==> config.mk <==
export PLATFORM = sky130hd
export DESIGN_NAME = sisc_mem_arb
export DESIGN_NICKNAME = d
export VERILOG_FILES = /design/src/rtl/sisc_pkg.sv /design/src/rtl/sisc_rr_pick.sv /design/src/rtl/sisc_mem_arb.sv
export SDC_FILE = /design/constraint.sdc
export NUM_CORES = 1
export LEC_CHECK = 0
export CAP_MARGIN = 25
export CORE_ASPECT_RATIO = 0.5
export CORE_MARGIN = 4
export CORE_UTILIZATION = 36
export DETAILED_ROUTE_END_ITERATION = 16
export HOLD_SLACK_MARGIN = 0.02
export PLACE_DENSITY_LB_ADDON = 0.3
export SLEW_MARGIN = 20
export SYNTH_ARGS = -nofsm -noshare
export SYNTH_HDL_FRONTEND = slang
export SYNTH_HIERARCHICAL = 1
export SYNTH_SLANG_ARGS = --single-unit
==> constraint.sdc <==
create_clock -name clk -period 2.93 [get_ports clk]
set_input_delay 0.293 -clock clk [delete_from_list [all_inputs] [get_ports clk]]
set_output_delay 0.293 -clock clk [all_outputs]
set_load 0.005 [all_outputs]
==> src/rtl/sisc_pkg.sv <==
`default_nettype none
// ----------------------------------------------------------------------------
// sisc_pkg : shared types and defaults for the SISC memory arbiter
// Rev 1.0
// ----------------------------------------------------------------------------
package sisc_pkg;

  typedef enum logic [0:0] {
    ST_IDLE    = 1'b0,
    ST_RD_WAIT = 1'b1
  } state_t;

  // Requester IDs double as bit positions in the request/grant vectors
  localparam logic REQ_IF = 1'b0;
  localparam logic REQ_D  = 1'b1;

  localparam int unsigned C_DEF_AW      = 16;
  localparam int unsigned C_DEF_DW      = 32;
  localparam int unsigned C_DEF_MEM_LAT = 2;

endpackage : sisc_pkg
`default_nettype wire

==> src/rtl/sisc_rr_pick.sv <==
`default_nettype none
// ----------------------------------------------------------------------------
// sisc_rr_pick : 2-way round-robin picker, one-hot grant, favours !i_last on tie
// Rev 1.0
// ----------------------------------------------------------------------------
module sisc_rr_pick
  import sisc_pkg::*;
(
  input  logic [1:0] i_req,
  input  logic       i_last,
  output logic [1:0] o_gnt
);

  always_comb begin
    o_gnt = i_req;
    if (i_req == 2'b11) begin
      o_gnt = (i_last == REQ_D) ? 2'b01 : 2'b10;
    end
  end

endmodule : sisc_rr_pick
`default_nettype wire

==> src/rtl/sisc_mem_arb.sv <==
`default_nettype none
// ----------------------------------------------------------------------------
// sisc_mem_arb : fetch / data arbiter and fixed-latency sequencer for one memory
// Rev 1.0
// ----------------------------------------------------------------------------
module sisc_mem_arb
  import sisc_pkg::*;
#(
  parameter int unsigned AW      = C_DEF_AW,
  parameter int unsigned DW      = C_DEF_DW,
  parameter int unsigned MEM_LAT = C_DEF_MEM_LAT
) (
  input  logic          clk,
  input  logic          rst,
  input  logic          i_if_req,
  input  logic [AW-1:0] i_if_addr,
  output logic          o_if_gnt,
  output logic          o_if_rvalid,
  output logic [DW-1:0] o_if_rdata,
  input  logic          i_d_req,
  input  logic          i_d_we,
  input  logic [AW-1:0] i_d_addr,
  input  logic [DW-1:0] i_d_wdata,
  output logic          o_d_gnt,
  output logic          o_d_done,
  output logic [DW-1:0] o_d_rdata,
  output logic          o_mem_en,
  output logic          o_mem_we,
  output logic [AW-1:0] o_mem_addr,
  output logic [DW-1:0] o_mem_wdata,
  input  logic [DW-1:0] i_mem_rdata
);

  localparam logic [3:0] C_CNT_LOAD = 4'(MEM_LAT - 1);

  state_t        r_state;
  state_t        w_state_nxt;
  logic [3:0]    r_cnt;
  logic          r_last;
  logic          r_owner;
  logic          r_if_rvalid;
  logic          r_d_done;
  logic [DW-1:0] r_if_rdata;
  logic [DW-1:0] r_d_rdata;

  logic [1:0]    w_req;
  logic [1:0]    w_gnt;
  logic          w_issue_rd;
  logic          w_d_wr;
  logic          w_rd_done;

  // Requests are masked outside IDLE so nothing can be granted mid-read
  assign w_req = (r_state == ST_IDLE) ? {i_d_req, i_if_req} : 2'b00;

  sisc_rr_pick u_pick (
    .i_req  (w_req),
    .i_last (r_last),
    .o_gnt  (w_gnt)
  );

  assign w_d_wr     = w_gnt[REQ_D] & i_d_we;
  assign w_issue_rd = w_gnt[REQ_IF] | (w_gnt[REQ_D] & ~i_d_we);
  assign w_rd_done  = (r_state == ST_RD_WAIT) && (r_cnt == 4'd0);

  always_comb begin
    w_state_nxt = r_state;
    unique case (r_state)
      ST_IDLE:    if (w_issue_rd) w_state_nxt = ST_RD_WAIT;
      ST_RD_WAIT: if (w_rd_done)  w_state_nxt = ST_IDLE;
      default:    w_state_nxt = ST_IDLE;
    endcase
  end

  always_comb begin
    o_mem_addr  = '0;
    o_mem_wdata = '0;
    if (w_gnt[REQ_IF]) begin
      o_mem_addr = i_if_addr;
    end else if (w_gnt[REQ_D]) begin
      o_mem_addr = i_d_addr;
      if (i_d_we) o_mem_wdata = i_d_wdata;
    end
  end

  assign o_if_gnt = w_gnt[REQ_IF];
  assign o_d_gnt  = w_gnt[REQ_D];
  assign o_mem_en = |w_gnt;
  assign o_mem_we = w_d_wr;

  always_ff @(posedge clk or posedge rst) begin
    if (rst) r_state <= ST_IDLE;
    else     r_state <= w_state_nxt;
  end

  always_ff @(posedge clk or posedge rst) begin
    if (rst) begin
      r_cnt       <= '0;
      r_last      <= REQ_D;
      r_owner     <= REQ_IF;
      r_if_rvalid <= 1'b0;
      r_d_done    <= 1'b0;
      r_if_rdata  <= '0;
      r_d_rdata   <= '0;
    end else begin
      r_if_rvalid <= w_rd_done && (r_owner == REQ_IF);
      // Writes complete the cycle after issue; reads when the counter expires
      r_d_done    <= (w_rd_done && (r_owner == REQ_D)) || w_d_wr;
      if (|w_gnt) r_last <= w_gnt[REQ_D];
      if (w_issue_rd) begin
        r_cnt   <= C_CNT_LOAD;
        r_owner <= w_gnt[REQ_D];
      end else if ((r_state == ST_RD_WAIT) && (r_cnt != 4'd0)) begin
        r_cnt <= r_cnt - 4'd1;
      end
      if (w_rd_done) begin
        if (r_owner == REQ_IF) r_if_rdata <= i_mem_rdata;
        else                   r_d_rdata  <= i_mem_rdata;
      end
    end
  end

  assign o_if_rvalid = r_if_rvalid;
  assign o_if_rdata  = r_if_rdata;
  assign o_d_done    = r_d_done;
  assign o_d_rdata   = r_d_rdata;

endmodule : sisc_mem_arb
`default_nettype wire

==> metrics.cfg, run 1 <==
[routing]
dr_total_vias=2696
drtPass1Iterations=5
wl_um=9516
drc=0
drt_iter0_markers=99
routed_via_density=4.585
post_drt_wl_per_cell_um=16.18
drtAntennaViolNets=0

[global_route]
grt_pass1_wl_um=14250
antenna_found_initial=0
grt_overflow_total=0
grt.total_usage=0.1718
grt_max_degree=74
grt_pass1_vias=2784

[cts]
htree_levels=3
root_buffer=clkbuf_16
cts_sinks=73
cts_tree=yes
cts_setup_buffers=0
clock_path_buffers=2
clk_latency_ps=320
path_clk_slew_ps=60
cts_buffers=9

[final_layout]
stdcell_area_um2=5878
layout_commonest_cell=clkdlybuf4s50_1
fin_nets=568
final_cell_mix=218 x clkdlybuf4s50_1, 71 x dfrtp_1, 58 x mux2_1
nFillCells=687
syn_to_final_growth_pct=81.11
drive_gt1_frac=0.07856
diodes=0
post-route-util=0.6727

[yosys]
avgSynthCellArea_um2=13.41
synth_edf_count=0
synth-seq-cells=73
ys.flop_type=dfrtp_1
yosys-top-cells-area=dfrtp_1 56%, mux2_1 20%, and2_1 6.2%, a22o_1 4.0%, mux2_2 2.1%
yosysSeqAreaShare=0.5632
synth_top_cell_by_area=dfrtp_1
synthesis.area_um2=3246
yosysUniqueCellTypes=32
synth_top_area_share=0.5551
yosys_warnings=6
async_reset_ff_frac=1.000
synthCells=242
syn-num-nets=344

[power_and_ir_drop]
p_leak_uw=0.002436
vdd_drop_max_mv=0.3883
p_per_area_nw_per_um2=897.0

[sta]
setup_viol=0
relSlewSlack=0.6269
setup_tns_ps=0
slew_violations=0
post-route-period-util=0.9327
rsz0062_at_grt=no
final_hold_viol_count=0
max_freq_mhz=365.9
worst_pin_slew_ps=558.3
clock_skew_ps=6.465
timing.final.crit_period_ps=2733

[floorplan]
initial_core_util=0.3714
die_x_um=142.3
core_area_um2=8738
die_h_um=75.14
pin_count=219
dieArea_um2=10690
rows=24

[placed_design]
io_buffers=218
gp_congestion=0.7378
dp_hpwl_um=7588
placed_cell_area_um2=5580

[critical_path]
cp.required_ps=2640
criticalPathCategory=flip-flop to output port
path_cells=nor2b_1 > a21boi_0 > buf_4 > nor2b_1 > buf_4 > a22o_1 > clkdlybuf4s50_1
endpoint_kind=output port
startpoint_type=flip-flop
crit_path_top_delay_cell=clkdlybuf4s50_1
crit_arrival_ps=2440
cp_max_fo=15
slowest_delay_ps=520

[min_path]
hold_path_class=primary input to async pin

[outcome]
outcome=completed

[flow_run]
drv_cap=0

## registers in the layout (all words and copies together) (netlist names)
signal and count:
r_owner 1, r_last 1, r_state 1, o_if_rvalid 1, o_d_rdata 32, o_if_rdata 32
o_d_done 1, r_cnt 4
## area by class of cell
class	instances	area [um^2]	share of cell area
Multi-Input combinational cell	147	1305	0.2220
Clock inverter	7	71.32	0.01213
Sequential cell	73	1829	0.3112
Timing Repair Buffer	226	2267	0.3857
Inverter	9	33.78	0.005747
Tap cell	117	146.4	0.02490
Clock buffer	9	225.2	0.03831
## synth_stat cells, types with 3 or more instances
| master | instances |
|---|---|
| dfrtp_1 | 72 |
| mux2_1 | 58 |
| and2_1 | 32 |
| a22o_1 | 15 |
| inv_1 | 9 |
| clkbuf_1 | 6 |
| mux2_2 | 6 |
| nand2_1 | 6 |
| nor2_1 | 4 |
| o21ai_0 | 4 |
| buf_4 | 3 |
| buf_6 | 3 |
| nor2b_1 | 3 |
## path summary, 6_finish.rpt
kind,startpoint,end,slack [ps],depth (start not counted)
max,r_state$_DFF_PP0_,o_mem_addr[3],200,7
min,rst,o_d_rdata[20]$_DFFE_PP0P_,380,3
max reg2reg,r_cnt[0]$_DFFE_PP0P_,o_if_rdata[28]$_DFFE_PP0P_,750,6
min reg2reg,o_if_rdata[20]$_DFFE_PP0P_,o_if_rdata[20]$_DFFE_PP0P_,480,1
max in group asynchronous,rst,r_last$_DFFE_PP1P_,2220,3
min in group clk,o_if_rdata[20]$_DFFE_PP0P_,o_if_rdata[20]$_DFFE_PP0P_,480,1
## cells by family after synthesis
kind of cell,share of synthesized area
buf+inv,0.03623
flops,0.5632
simple gates,0.1072
compound gates,0.06438
mux,0.2251
fa+ha+maj,0.003854
## metrics by stage
stage / instances / worst slack [ps] / power (uW) / hold slack (ps)
4_1_cts: 588 / 104.1 / 5366 / 397.3
5_1_grt: 588 / 59.46 / 5606 / 408.8
3_3_place_gp: 572 / 300.4 / 4192 / 467.4
6_report: 588 / 197.3 / 5273 / 378.3
2_1_floorplan: 242 / 633.2 / 2717 / 424.7
3_5_place_dp: 572 / 255.6 / 4268 / 473.7
## metal layers
| metal | track usage | vias up | routed length (um) |
|---|---|---|---|
| li1 | - | 1290 | - |
| met1 | 0.1724 | 1305 | 3261 |
| met2 | 0.3441 | 95 | 5404 |
| met3 | 0.06599 | 6 | 776 |
| met4 | 0.03830 | 0 | 73 |
| met5 | 0 | - | 0 |
## where the power goes
part / total, uW / internal (uW) / switching [uW]
logic: 2390 / 1590 / 797
registers: 1820 / 1530 / 289
clock network: 1070 / 656 / 409
## timing repair
item	4_1_cts	5_1_grt
endpoints found under the setup margin	0	3
hold buffers	0	0
resized for setup	0	1
## worst max-delay path: cells and delay by family, from the launching register on
family / cells / cell delay (ps)
buf+inv: 3 / 920
compound gates: 2 / 420
flops: 1 / 490
simple gates: 2 / 290
Power figures use the tool's default switching activity.
==> inputs of run 2 (changes only) <==
--- a/config.mk
+++ b/config.mk
@@ -11,7 +11,7 @@
 export CORE_UTILIZATION = 36
 export DETAILED_ROUTE_END_ITERATION = 16
 export HOLD_SLACK_MARGIN = 0.02
-export PLACE_DENSITY_LB_ADDON = 0.3
+export PLACE_DENSITY = 0.83
 export SLEW_MARGIN = 20
 export SYNTH_ARGS = -nofsm -noshare
 export SYNTH_HDL_FRONTEND = slang
==> constraint.sdc (replaced) <==
create_clock -name clk -period 2.93 [get_ports clk]
set_input_delay 0.293 -clock clk [delete_from_list [all_inputs] [get_ports clk]]
set_output_delay 0.293 -clock clk [all_outputs]
set_load 0.01 [all_outputs]
==> run 2 against run 1 <==
  * Sequential share of layout area fell by 0.15 points
  * Clock-buffer cell count rose by 2
  * Cell count fell by 0.17%
  * Critical path depth did not move
  * Wire length rose by 7.3%
  * Power rose by 6.8%
  * Cell area rose by 0.47%
  * Global-route usage rose by 1.6 points
  * Combinational power rose by 12%
  * First-iteration DRC count rose by 19%
  * Worst setup slack got worse by 69 ps
  * Critical path type unchanged
  * Critical endpoint is now o_mem_addr[9]
==> metrics.cfg, run 2 (synthesis results as in run 1) <==
[cts]
hold_buffers=0
cts_buffers=9
cts_tree=yes
htree_levels=3
cts_sinks=73
root_buffer=clkbuf_16
cts_setup_buffers=0
clk_latency_ps=330
clock_path_buffers=2
path_clk_slew_ps=60

[sta]
post-route-period-util=0.9563
setup_viol=0
relSlewSlack=0.5152
timing.final.crit_period_ps=2802
clock_skew_ps=6.657
slew_violations=0
rsz0062_at_grt=no
worst_pin_slew_ps=726.1
setup_slack_ps=128.0
final_hold_viol_count=0
setup_tns_ps=0
max_freq_mhz=356.9

[routing]
drtPass1Iterations=4
wl_um=10210
drc=0
routed_via_density=4.685
post_drt_wl_per_cell_um=17.39
drt_iter0_markers=118
dr_total_vias=2750
drtAntennaViolNets=0

[critical_path]
criticalPathCategory=flip-flop to output port
cp.required_ps=2640
endpoint_kind=output port
cp_max_fo=15
r2r-end=o_d_rdata[28]$_DFFE_PP0P_
rrSetupSlack_ps=750
r2r_start=r_cnt[1]$_DFFE_PP0P_
crit_arrival_ps=2510
reg2reg_depth=5
startpoint_type=flip-flop

[placed_design]
io_buffers=218
pre_cts_slack_ps=244.7
dp_cells=571
dp_hpwl_um=8029
gp_congestion=0.8210
placed_cell_area_um2=5585

[floorplan]
die_h_um=75.14
rows=24
initial_core_util=0.3714
dieArea_um2=10690
die_x_um=142.3
pin_count=219
core_area_um2=8738

[flow_run]
drv_cap=0

[power_and_ir_drop]
p_leak_uw=0.002445
finalPower_uw=5630
vdd_drop_max_mv=0.4123
p_per_area_nw_per_um2=953.3

[global_route]
grt_overflow_total=0
grt_max_degree=41
grt.total_usage=0.1875
grt_pass1_wl_um=15300
grt_pass1_vias=2951
antenna_found_initial=0

[final_layout]
instances_no_fill=587
syn_to_final_growth_pct=81.96
stdcell_area_um2=5906
layout_commonest_cell=clkdlybuf4s50_1
drive_gt1_frac=0.07872
fin_nets=567
diodes=0
final_cell_mix=218 x clkdlybuf4s50_1, 71 x dfrtp_1, 58 x mux2_1

[min_path]
hold_path_class=primary input to async pin

[outcome]
outcome=completed

run 2: cell count changes in the layout (fill, tap and decap cells not counted), sizes merged:
cell      previous run  this run
buf                  8         7
clkbuf               9        11
clkinv               3         1
clkinvlp             3         2
inv                  9        10
run 2: power by group:
group | switching (uW) | internal [uW] | total (uW) | leakage, uW
combinational | 1080 | 1610 | 2680 | 0.00143
clock | 413 | 709 | 1120 | 0.000148
sequential | 296 | 1530 | 1830 | 0.000866
total | 1780 | 3850 | 5630 | 0.00244
run 2: worst max-delay path by stage:
stage | from | end | depth (start not counted)
2_1_floorplan | r_state$_DFF_PP0_ | o_mem_addr[10] | 6
3_3_place_gp | i_d_req | o_mem_addr[15] | 8
3_5_place_dp | i_d_req | o_mem_addr[7] | 8
4_1_cts | r_state$_DFF_PP0_ | o_mem_addr[9] | 7
5_1_grt | r_state$_DFF_PP0_ | o_mem_addr[9] | 7
6_report | r_state$_DFF_PP0_ | o_mem_addr[9] | 7
run 2: worst max-delay path, stage by stage, from the launching register on:
cell and delay (ps):
dfrtp_2 480, nor2b_1 190, a21boi_0 250, buf_4 190, nor2b_1 130, buf_4 200, a22o_1 170, clkdlybuf4s50_1 560
run 2: cell type report:
type | count | area [um^2]
Fill cell | 645 | 2833
Timing Repair Buffer | 225 | 2272
Sequential cell | 73 | 1829
Multi-Input combinational cell | 147 | 1309
Clock buffer | 11 | 252.7
Tap cell | 117 | 146.4
Clock inverter | 5 | 62.56
Inverter | 9 | 33.78
run 2: per-layer routing:
| layer | track usage | routed length (um) | vias up |
|---|---|---|---|
| li1 | - | - | 1296 |
| met1 | 0.2156 | 3973 | 1363 |
| met2 | 0.3441 | 5571 | 82 |
| met3 | 0.06028 | 567 | 9 |
| met4 | 0.05213 | 96 | 0 |
| met5 | 0 | 0 | - |
run 2: repair_timing:
item / in CTS / in global routing
setup endpoints to repair: 0 / 5
resized for setup: 0 / 2
hold endpoints to repair: 0 / 0
run 2: per-stage QoR:
stage	hold slack, ps	utilization
2_1_floorplan	424.7	-
3_3_place_gp	467.6	0.6392
3_5_place_dp	474.1	0.6392
4_1_cts	418.8	0.6753
5_1_grt	471.1	0.6758
6_report	406.7	0.6758
